`src/rtl/fifo_rd_ctrl_if.sv`:
```
// Downstream stream bundle for the FIFO read controller: registered valid/data
// toward the consumer, ready back from it.
interface fifo_rd_ctrl_if #(
    parameter type data_t = logic [7:0]
) ();
    logic  r_valid_o;
    logic  r_ready_i;
    data_t r_data_o;

    modport master (output r_valid_o, output r_data_o, input r_ready_i);
    modport slave  (input r_valid_o, input r_data_o, output r_ready_i);
endinterface

```
`src/rtl/fifo_rd_ctrl.sv`:
```
// Read-side controller of the dual-clock FIFO: read pointer, empty flag and a
// prefetching valid/ready output stage. FIFO_RD_LEVEL_EN adds the r_level_o fill count.
module fifo_rd_ctrl #(
    parameter type data_t     = logic [7:0],
    parameter int  ADDR_WIDTH = 8
) (
    input  logic                  clk_r_i,
    input  logic                  rst_r_i,
    input  logic [ADDR_WIDTH:0]   r_wptr_gray_i,
    output logic [ADDR_WIDTH-1:0] r_addr_o,
    input  data_t                 r_data_i,
    output logic [ADDR_WIDTH:0]   r_ptr_gray_o,
    output logic                  r_empty_o,
`ifdef FIFO_RD_LEVEL_EN
    output logic [ADDR_WIDTH+1:0] r_level_o,
`endif
    fifo_rd_ctrl_if.master        strm
);

    logic [ADDR_WIDTH:0] rbin_q, rbin_d;
    logic [ADDR_WIDTH:0] rgray_q, rgray_d;
    logic                empty_q, empty_d;
    logic                valid_q, valid_d;
    data_t               data_q, data_d;
    logic                fetch;

    always_comb begin
        fetch   = !empty_q && (!valid_q || strm.r_ready_i);
        rbin_d  = rbin_q;
        valid_d = valid_q;
        data_d  = data_q;
        if (fetch) begin
            rbin_d  = rbin_q + 1'b1;
            valid_d = 1'b1;
            data_d  = r_data_i;
        end else if (valid_q && strm.r_ready_i) begin
            valid_d = 1'b0;
        end
        rgray_d = rbin_d ^ (rbin_d >> 1);
        // Full-width Gray compare so a wrapped write pointer never looks empty
        empty_d = (rgray_d == r_wptr_gray_i);
    end

    always_ff @(posedge clk_r_i) begin
        if (rst_r_i) begin
            rbin_q  <= '0;
            rgray_q <= '0;
            empty_q <= 1'b1;
            valid_q <= 1'b0;
            data_q  <= '0;
        end else begin
            rbin_q  <= rbin_d;
            rgray_q <= rgray_d;
            empty_q <= empty_d;
            valid_q <= valid_d;
            data_q  <= data_d;
        end
    end

    assign r_addr_o       = rbin_q[ADDR_WIDTH-1:0];
    assign r_ptr_gray_o   = rgray_q;
    assign r_empty_o      = empty_q;
    assign strm.r_valid_o = valid_q;
    assign strm.r_data_o  = data_q;

`ifdef FIFO_RD_LEVEL_EN
    function automatic logic [ADDR_WIDTH:0] gray2bin(input logic [ADDR_WIDTH:0] g);
        logic [ADDR_WIDTH:0] b;
        b[ADDR_WIDTH] = g[ADDR_WIDTH];
        for (int i = ADDR_WIDTH - 1; i >= 0; i--) begin
            b[i] = b[i+1] ^ g[i];
        end
        return b;
    endfunction

    logic [ADDR_WIDTH+1:0] level_q, level_d;
    logic [ADDR_WIDTH:0]   level_diff;

    // Words still in memory plus the one held in the output register
    always_comb begin
        level_diff = gray2bin(r_wptr_gray_i) - rbin_d;
        level_d    = {1'b0, level_diff} + {{(ADDR_WIDTH+1){1'b0}}, valid_d};
    end

    always_ff @(posedge clk_r_i) begin
        if (rst_r_i) begin
            level_q <= '0;
        end else begin
            level_q <= level_d;
        end
    end

    assign r_level_o = level_q;
`endif

endmodule

```
`src/flat_wrapper.sv`:
```
// flat-port wrapper written by rule: the top's interface ports become plain ports
module fifo_rd_ctrl_flat 
#(
    parameter type data_t     = logic [7:0],
    parameter int  ADDR_WIDTH = 8
)
  (clk_r_i, rst_r_i, r_wptr_gray_i, r_addr_o, r_data_i, r_ptr_gray_o, r_empty_o, strm_r_valid_o, strm_r_data_o, strm_r_ready_i);
  fifo_rd_ctrl_if #(.data_t(data_t)) strm_i ();
  input  logic clk_r_i;
  input  logic rst_r_i;
  input  logic [ADDR_WIDTH:0] r_wptr_gray_i;
  output logic [ADDR_WIDTH-1:0] r_addr_o;
  input  data_t r_data_i;
  output logic [ADDR_WIDTH:0] r_ptr_gray_o;
  output logic r_empty_o;
  output wire logic [$bits(strm_i.r_valid_o)-1:0] strm_r_valid_o;
  output wire logic [$bits(strm_i.r_data_o)-1:0] strm_r_data_o;
  input wire logic [$bits(strm_i.r_ready_i)-1:0] strm_r_ready_i;
  assign strm_r_valid_o = strm_i.r_valid_o;
  assign strm_r_data_o = strm_i.r_data_o;
  assign strm_i.r_ready_i = strm_r_ready_i;
  fifo_rd_ctrl #(.data_t(data_t), .ADDR_WIDTH(ADDR_WIDTH)) u_core (.clk_r_i(clk_r_i), .rst_r_i(rst_r_i), .r_wptr_gray_i(r_wptr_gray_i), .r_addr_o(r_addr_o), .r_data_i(r_data_i), .r_ptr_gray_o(r_ptr_gray_o), .r_empty_o(r_empty_o), .strm(strm_i));
endmodule
```
`config.mk`:
```
export PLATFORM = sky130hd
export DESIGN_NAME = fifo_rd_ctrl_flat
export DESIGN_NICKNAME = d
export VERILOG_FILES = /design/src/rtl/fifo_rd_ctrl_if.sv /design/src/rtl/fifo_rd_ctrl.sv /design/src/flat_wrapper.sv
export SDC_FILE = /design/constraint.sdc
export NUM_CORES = 1
export LEC_CHECK = 0
export ABC_CLOCK_PERIOD_IN_PS = 2800
export BUFFER_PORTS_ARGS = -buffer_cell sky130_fd_sc_hd__buf_4
export CAP_MARGIN = 10
export CORE_ASPECT_RATIO = 0.5
export CORE_MARGIN = 5
export CORE_UTILIZATION = 53
export CTS_BUF_LIST = sky130_fd_sc_hd__clkbuf_4
export CTS_CLUSTER_SIZE = 12
export DETAILED_ROUTE_END_ITERATION = 6
export PLACE_DENSITY = 0.91
export SLEW_MARGIN = 15
export SYNTH_ARGS = -nofsm -noshare
export SYNTH_HDL_FRONTEND = slang
export SYNTH_SLANG_ARGS = --single-unit
```
`constraint.sdc`:
```
create_clock -name clk_r_i -period 2.8 [get_ports clk_r_i]
set_clock_uncertainty 0.2 [all_clocks]
set_input_delay 0.14 -clock clk_r_i [delete_from_list [all_inputs] [get_ports clk_r_i]]
set_output_delay 0.14 -clock clk_r_i [all_outputs]
set_load 0.01 [all_outputs]
```
=== Word level (Yosys, flattened, before mapping) ===
Cells that the tools add are included.
Widths: inputs -> output; s select.

* Mux-type cells: 3
* Add/subtract/negate cells: 1
* Equality and inequality tests: 1
* Bitwise logic cells: 1
* Reduce and logical (&&, ||, !) cells: 6

{| class="wikitable"
|+ Operator list
! operator !! count
|-
| $add 9x1->9 const B || 1
|-
| $eq 9x9->1 || 1
|-
| $mux 9 || 1
|-
| $xor 9x8->9 || 1
|-
| $logic_and 1x1->1 || 2
|-
| $logic_not 1->1 || 2
|-
| $mux 1 || 2
|-
| $reduce_bool 2->1 || 1
|-
| $logic_or 1x1->1 || 1
|}

* Bits of input ports: 20
* Register bits after elaboration: 28
* Output and inout bits: 27
* Logic and storage cells: 17

=== Longest topological paths before layout ===
* Depth after elaboration: 6
* Mapped depth: 9
* Mapped depth without buffers: 8

=== Worst setup path before layout ===
Ideal clock, no wire load.

* Kind: reg-to-reg
* From: register u_core.rbin_q[0]
* To: register u_core.empty_q, in the netlist u_core.r_empty_o
* Stages on the path, launching flop included: 10
* Buffers on the path: 1
* Slack: 355 ps
* Library setup time: 96 ps
* Data required time: 2504 ps
* Data arrival time: 2150 ps
* Period minus slack after synthesis: 2445 ps
* Cells stage by stage: dfxtp_1 ha_1 and3b_1 clkbuf_1 a21o_1 a31oi_1 xnor2_1 xor2_1 nand4_1 o41ai_2

* Cells in the longest elaborated chain, start to end: 4

{| class="wikitable"
|+ Ends and longest elaborated chain
! what !! RTL line !! source
|-
| start, declared || fifo_rd_ctrl.sv:20 || <nowiki>logic [ADDR_WIDTH:0] rbin_q, rbin_d;</nowiki>
|-
| start signal, assigned || fifo_rd_ctrl.sv:52 || <nowiki>rbin_q <= rbin_d;</nowiki>
|-
| $add 9x1->9 || fifo_rd_ctrl.sv:33 || <nowiki>rbin_d = rbin_q + 1'b1;</nowiki>
|-
| $mux 9 (*) || fifo_rd_ctrl.sv:32 || <nowiki>if (fetch) begin</nowiki>
|-
| $xor 9x8->9 (*) || fifo_rd_ctrl.sv:39 || <nowiki>rgray_d = rbin_d ^ (rbin_d >> 1);</nowiki>
|-
| $eq 9x9->1 (*) || fifo_rd_ctrl.sv:41 || <nowiki>empty_d = (rgray_d == r_wptr_gray_i);</nowiki>
|-
| end signal, assigned || fifo_rd_ctrl.sv:54 || <nowiki>empty_q <= empty_d;</nowiki>
|-
| end, declared || fifo_rd_ctrl.sv:22 || <nowiki>logic empty_q, empty_d;</nowiki>
|}

Mark *: on every way between the ends. The rest lies on a longest branch, timed or not.
A chain may end at the register's enable or synchronous reset.

=== Worst setup path after layout ===
Same ends and word-level chain as after synthesis.

==> reports/qor.yml <==
cts_root_buf: "clkbuf_4"
insertion_delay_ns: 0.34
yosysWarningCount: 0
vias: 1736
path_clk_slew_ns: 0.15
syn_nets: 231
dieArea_um2: 4280
port_buffers: 46
cts_sinks: 27
maxCapViolations: 0
grt_max_degree: 28
initial_core_util_pct: 54.3
slew_headroom_pct: 50.8
worst_path_largest_cell_delay_ns: 0.51
finalHoldWorstSlack_ns: 0.0541
core_um2: 2940
wl_per_cell_um: 14.6
synth_cells: 210
power_mw: 0.780
die_w_um: 87.7
crit_family: "compound AO/OA/AOI/OAI gates"
ant_nets: 0
setup.worst_path.start: "u_core.rbin_q[0]$_SDFF_PP0_"
chipHeight_um: 48.8
grt_usage_pct: 21.5
slowest_stage: "dfxtp_1"
drcViolationCount: 0
cp.required_ns: 2.86
path_cells: "ha_1, nor2b_1, a21oi_1, a221oi_4, or4_1, o211ai_1, a21oi_1, o41ai_2"
syn_area_per_cell_um2: 7.61
cp_common_cell: "a21oi_1"
clock.fmax_ghz: 0.379
path_class: "flip-flop to flip-flop"
worstMarginPinSlew_ns: 0.727
leakagePower_nw: 0.954
htree_levels: 1
netlist_area_um2: 1600
fin_nets: 296
first_global_vias: 1606
dr.pass1.iters: 4
antenna_cells: 0
grt_pass1_wl_mm: 7.34
fill_cells: 186
drt-initial-drc-count: 183
cts_buffers: 3
ys_ff_latch: 27
place_area_um2: 2000
dp_hpwl_mm: 3.11
synthArstFlopShare_pct: 0
antenna_found_initial: 0
fin_tns_setup_ns: 0
finalHoldViolations: 0
cts_tree: "built"
viasPerCell: 5.53
worst_hold_path_type: "primary input to flip-flop"
period_needed_ns: 2.64
synth_ff_type: "dfxtp_1"
seq_area_um2: 541
cts.path.max_buffers: 2
fp-row-count: 14
synth_edf_count: 0
slew_viol_final: 0
finalSetupViolations: 0
gr-total-overflow: 0
status: "complete, no violations"
worstPathArrival_ns: 2.70
hold_path.startpoint: "r_wptr_gray_i[4]"
rsz0062_at_grt: "no"
wl_mm: 4.59
critPathMaxFanout: 8
peakVddDrop_uv: 233
yosysSeqAreaShare_pct: 33.8
start_kind: "flip-flop"
ioPinCount: 47
period_share_pct: 94.3
drive_gt1_share_pct: 24.1
end_kind: "flip-flop"
r2r_start: "u_core.rbin_q[0]$_SDFF_PP0_"
power_density_nw_per_um2: 346
path_buf_inv: 0
fin_area_um2: 2250
multi_input_area_um2: 998
syn2layout_area_growth_pct: 40.9
gp_congestion: 0.901
post_cts_buffers: 0
synth_cell_types: 44
==> metrics by stage <==
step	setup WS [ns]	std cells	utilization, %
after global placement	0.255	289	67.8
final	0.158	314	76.6
after floorplan	0.355	210	-
after CTS	0.131	314	76.0
after global routing	0.0167	314	76.6
after detailed placement	0.170	289	67.8
==> cell usage after synthesis (2+ instances only) <==
master	instances	area [um^2]
or4_1	3	22.5
dfxtp_1	27	541
nand2_1	29	109
a21oi_1	22	110
nand2b_1	2	12.5
o22ai_1	2	12.5
xor2_1	13	114
clkbuf_1	13	48.8
nor2b_1	2	12.5
mux2i_1	2	20.0
o211ai_1	2	15.0
nor2_1	20	75.1
nand3_1	4	20.0
o21ai_0	15	75.1
and2_1	3	18.8
inv_1	3	11.3
and3_1	3	18.8
nand4_1	2	12.5
nor3_1	4	20.0
xnor2_1	12	105
buf_2	2	10.0
nor3b_1	3	22.5
==> layout make-up <==
class	instances	share of cell area, %
timing repair buffer	76	27.7
sequential	27	24.0
multi-input combinational	164	44.3
clock inverter	1	0.333
tap	40	2.22
clock buffer	3	0.999
inverter	3	0.500
==> worst register-to-register path, cell delays in order (launching register included) <==
cell	delay (ns)
dfxtp_1	0.51
ha_1	0.31
nor2b_1	0.16
a21oi_1	0.25
a221oi_4	0.13
or4_1	0.49
o211ai_1	0.10
a21oi_1	0.08
o41ai_2	0.33
==> logic make-up after synthesis <==
logic type / after synthesis / share of synthesized area [%]
simple gates: 82 / 24.9
mux: 2 / 1.25
xor+xnor: 25 / 13.7
buf+inv: 19 / 4.85
flops: 27 / 33.8
fa+ha+maj: 1 / 0.782
compound gates: 54 / 20.7
==> path summary, 6_finish.rpt <==
path,cells after the start,endpoint,slack [ns]
min,5,u_core.r_empty_o$_SDFF_PP1_,0.05
max reg2reg,8,u_core.r_empty_o$_SDFF_PP1_,0.16
max,8,u_core.r_empty_o$_SDFF_PP1_,0.16
min reg2reg,2,u_core.r_ptr_gray_o[8]$_SDFF_PP0_,0.38
==> timing repair <==
action                                 CTS  global route
gates resized for setup                  0             2
hold buffers                            21             0
endpoints found under the hold margin   27             0
setup endpoints to repair                0             1
==> per-layer routing <==
layer	vias up	GRT usage (%)	routed length [um]
met5	-	0	0
met1	780	26.7	1930
met4	0	6.89	90
met2	90	36.4	2190
met3	12	5.23	373
li1	854	-	-
==> sequential cells by signal, indices dropped and copies added, names as in the netlist <==
signal and cells:
u_core.rbin_q 8, u_core.strm.r_data_o 8, u_core.strm.r_valid_o 1, u_core.r_empty_o 1
u_core.r_ptr_gray_o 9
==> where the power goes <==
part / internal (mW) / leakage (nW) / total, mW / switching, mW
combinational: 0.0972 / 0.719 / 0.187 / 0.0895
clock: 0.0549 / 0.0139 / 0.180 / 0.125
sequential: 0.400 / 0.220 / 0.413 / 0.0133
total: 0.552 / 0.954 / 0.780 / 0.228
==> cells in the final DEF (no fill, tap or decap), types with 2 or more instances in the layout <==
| master | Yosys | routed |
|---|---|---|
| a21oi_1 | 22 | 22 |
| and2_1 | 3 | 3 |
| and3_1 | 3 | 3 |
| buf_4 | 1 | 55 |
| clkbuf_4 | 0 | 3 |
| dfxtp_1 | 27 | 27 |
| dlygate4sd3_1 | 0 | 21 |
| inv_1 | 3 | 3 |
| mux2i_1 | 2 | 2 |
| nand2_1 | 29 | 29 |
| nand2b_1 | 2 | 2 |
| nand3_1 | 4 | 4 |
| nand4_1 | 2 | 2 |
| nor2_1 | 20 | 20 |
| nor2b_1 | 2 | 2 |
| nor3_1 | 4 | 4 |
| nor3b_1 | 3 | 3 |
| o211ai_1 | 2 | 2 |
| o21ai_0 | 15 | 15 |
| o22ai_1 | 2 | 2 |
| or4_1 | 3 | 3 |
| xnor2_1 | 12 | 12 |
| xor2_1 | 13 | 13 |
Note: power is estimated with default switching activity, not from simulation.
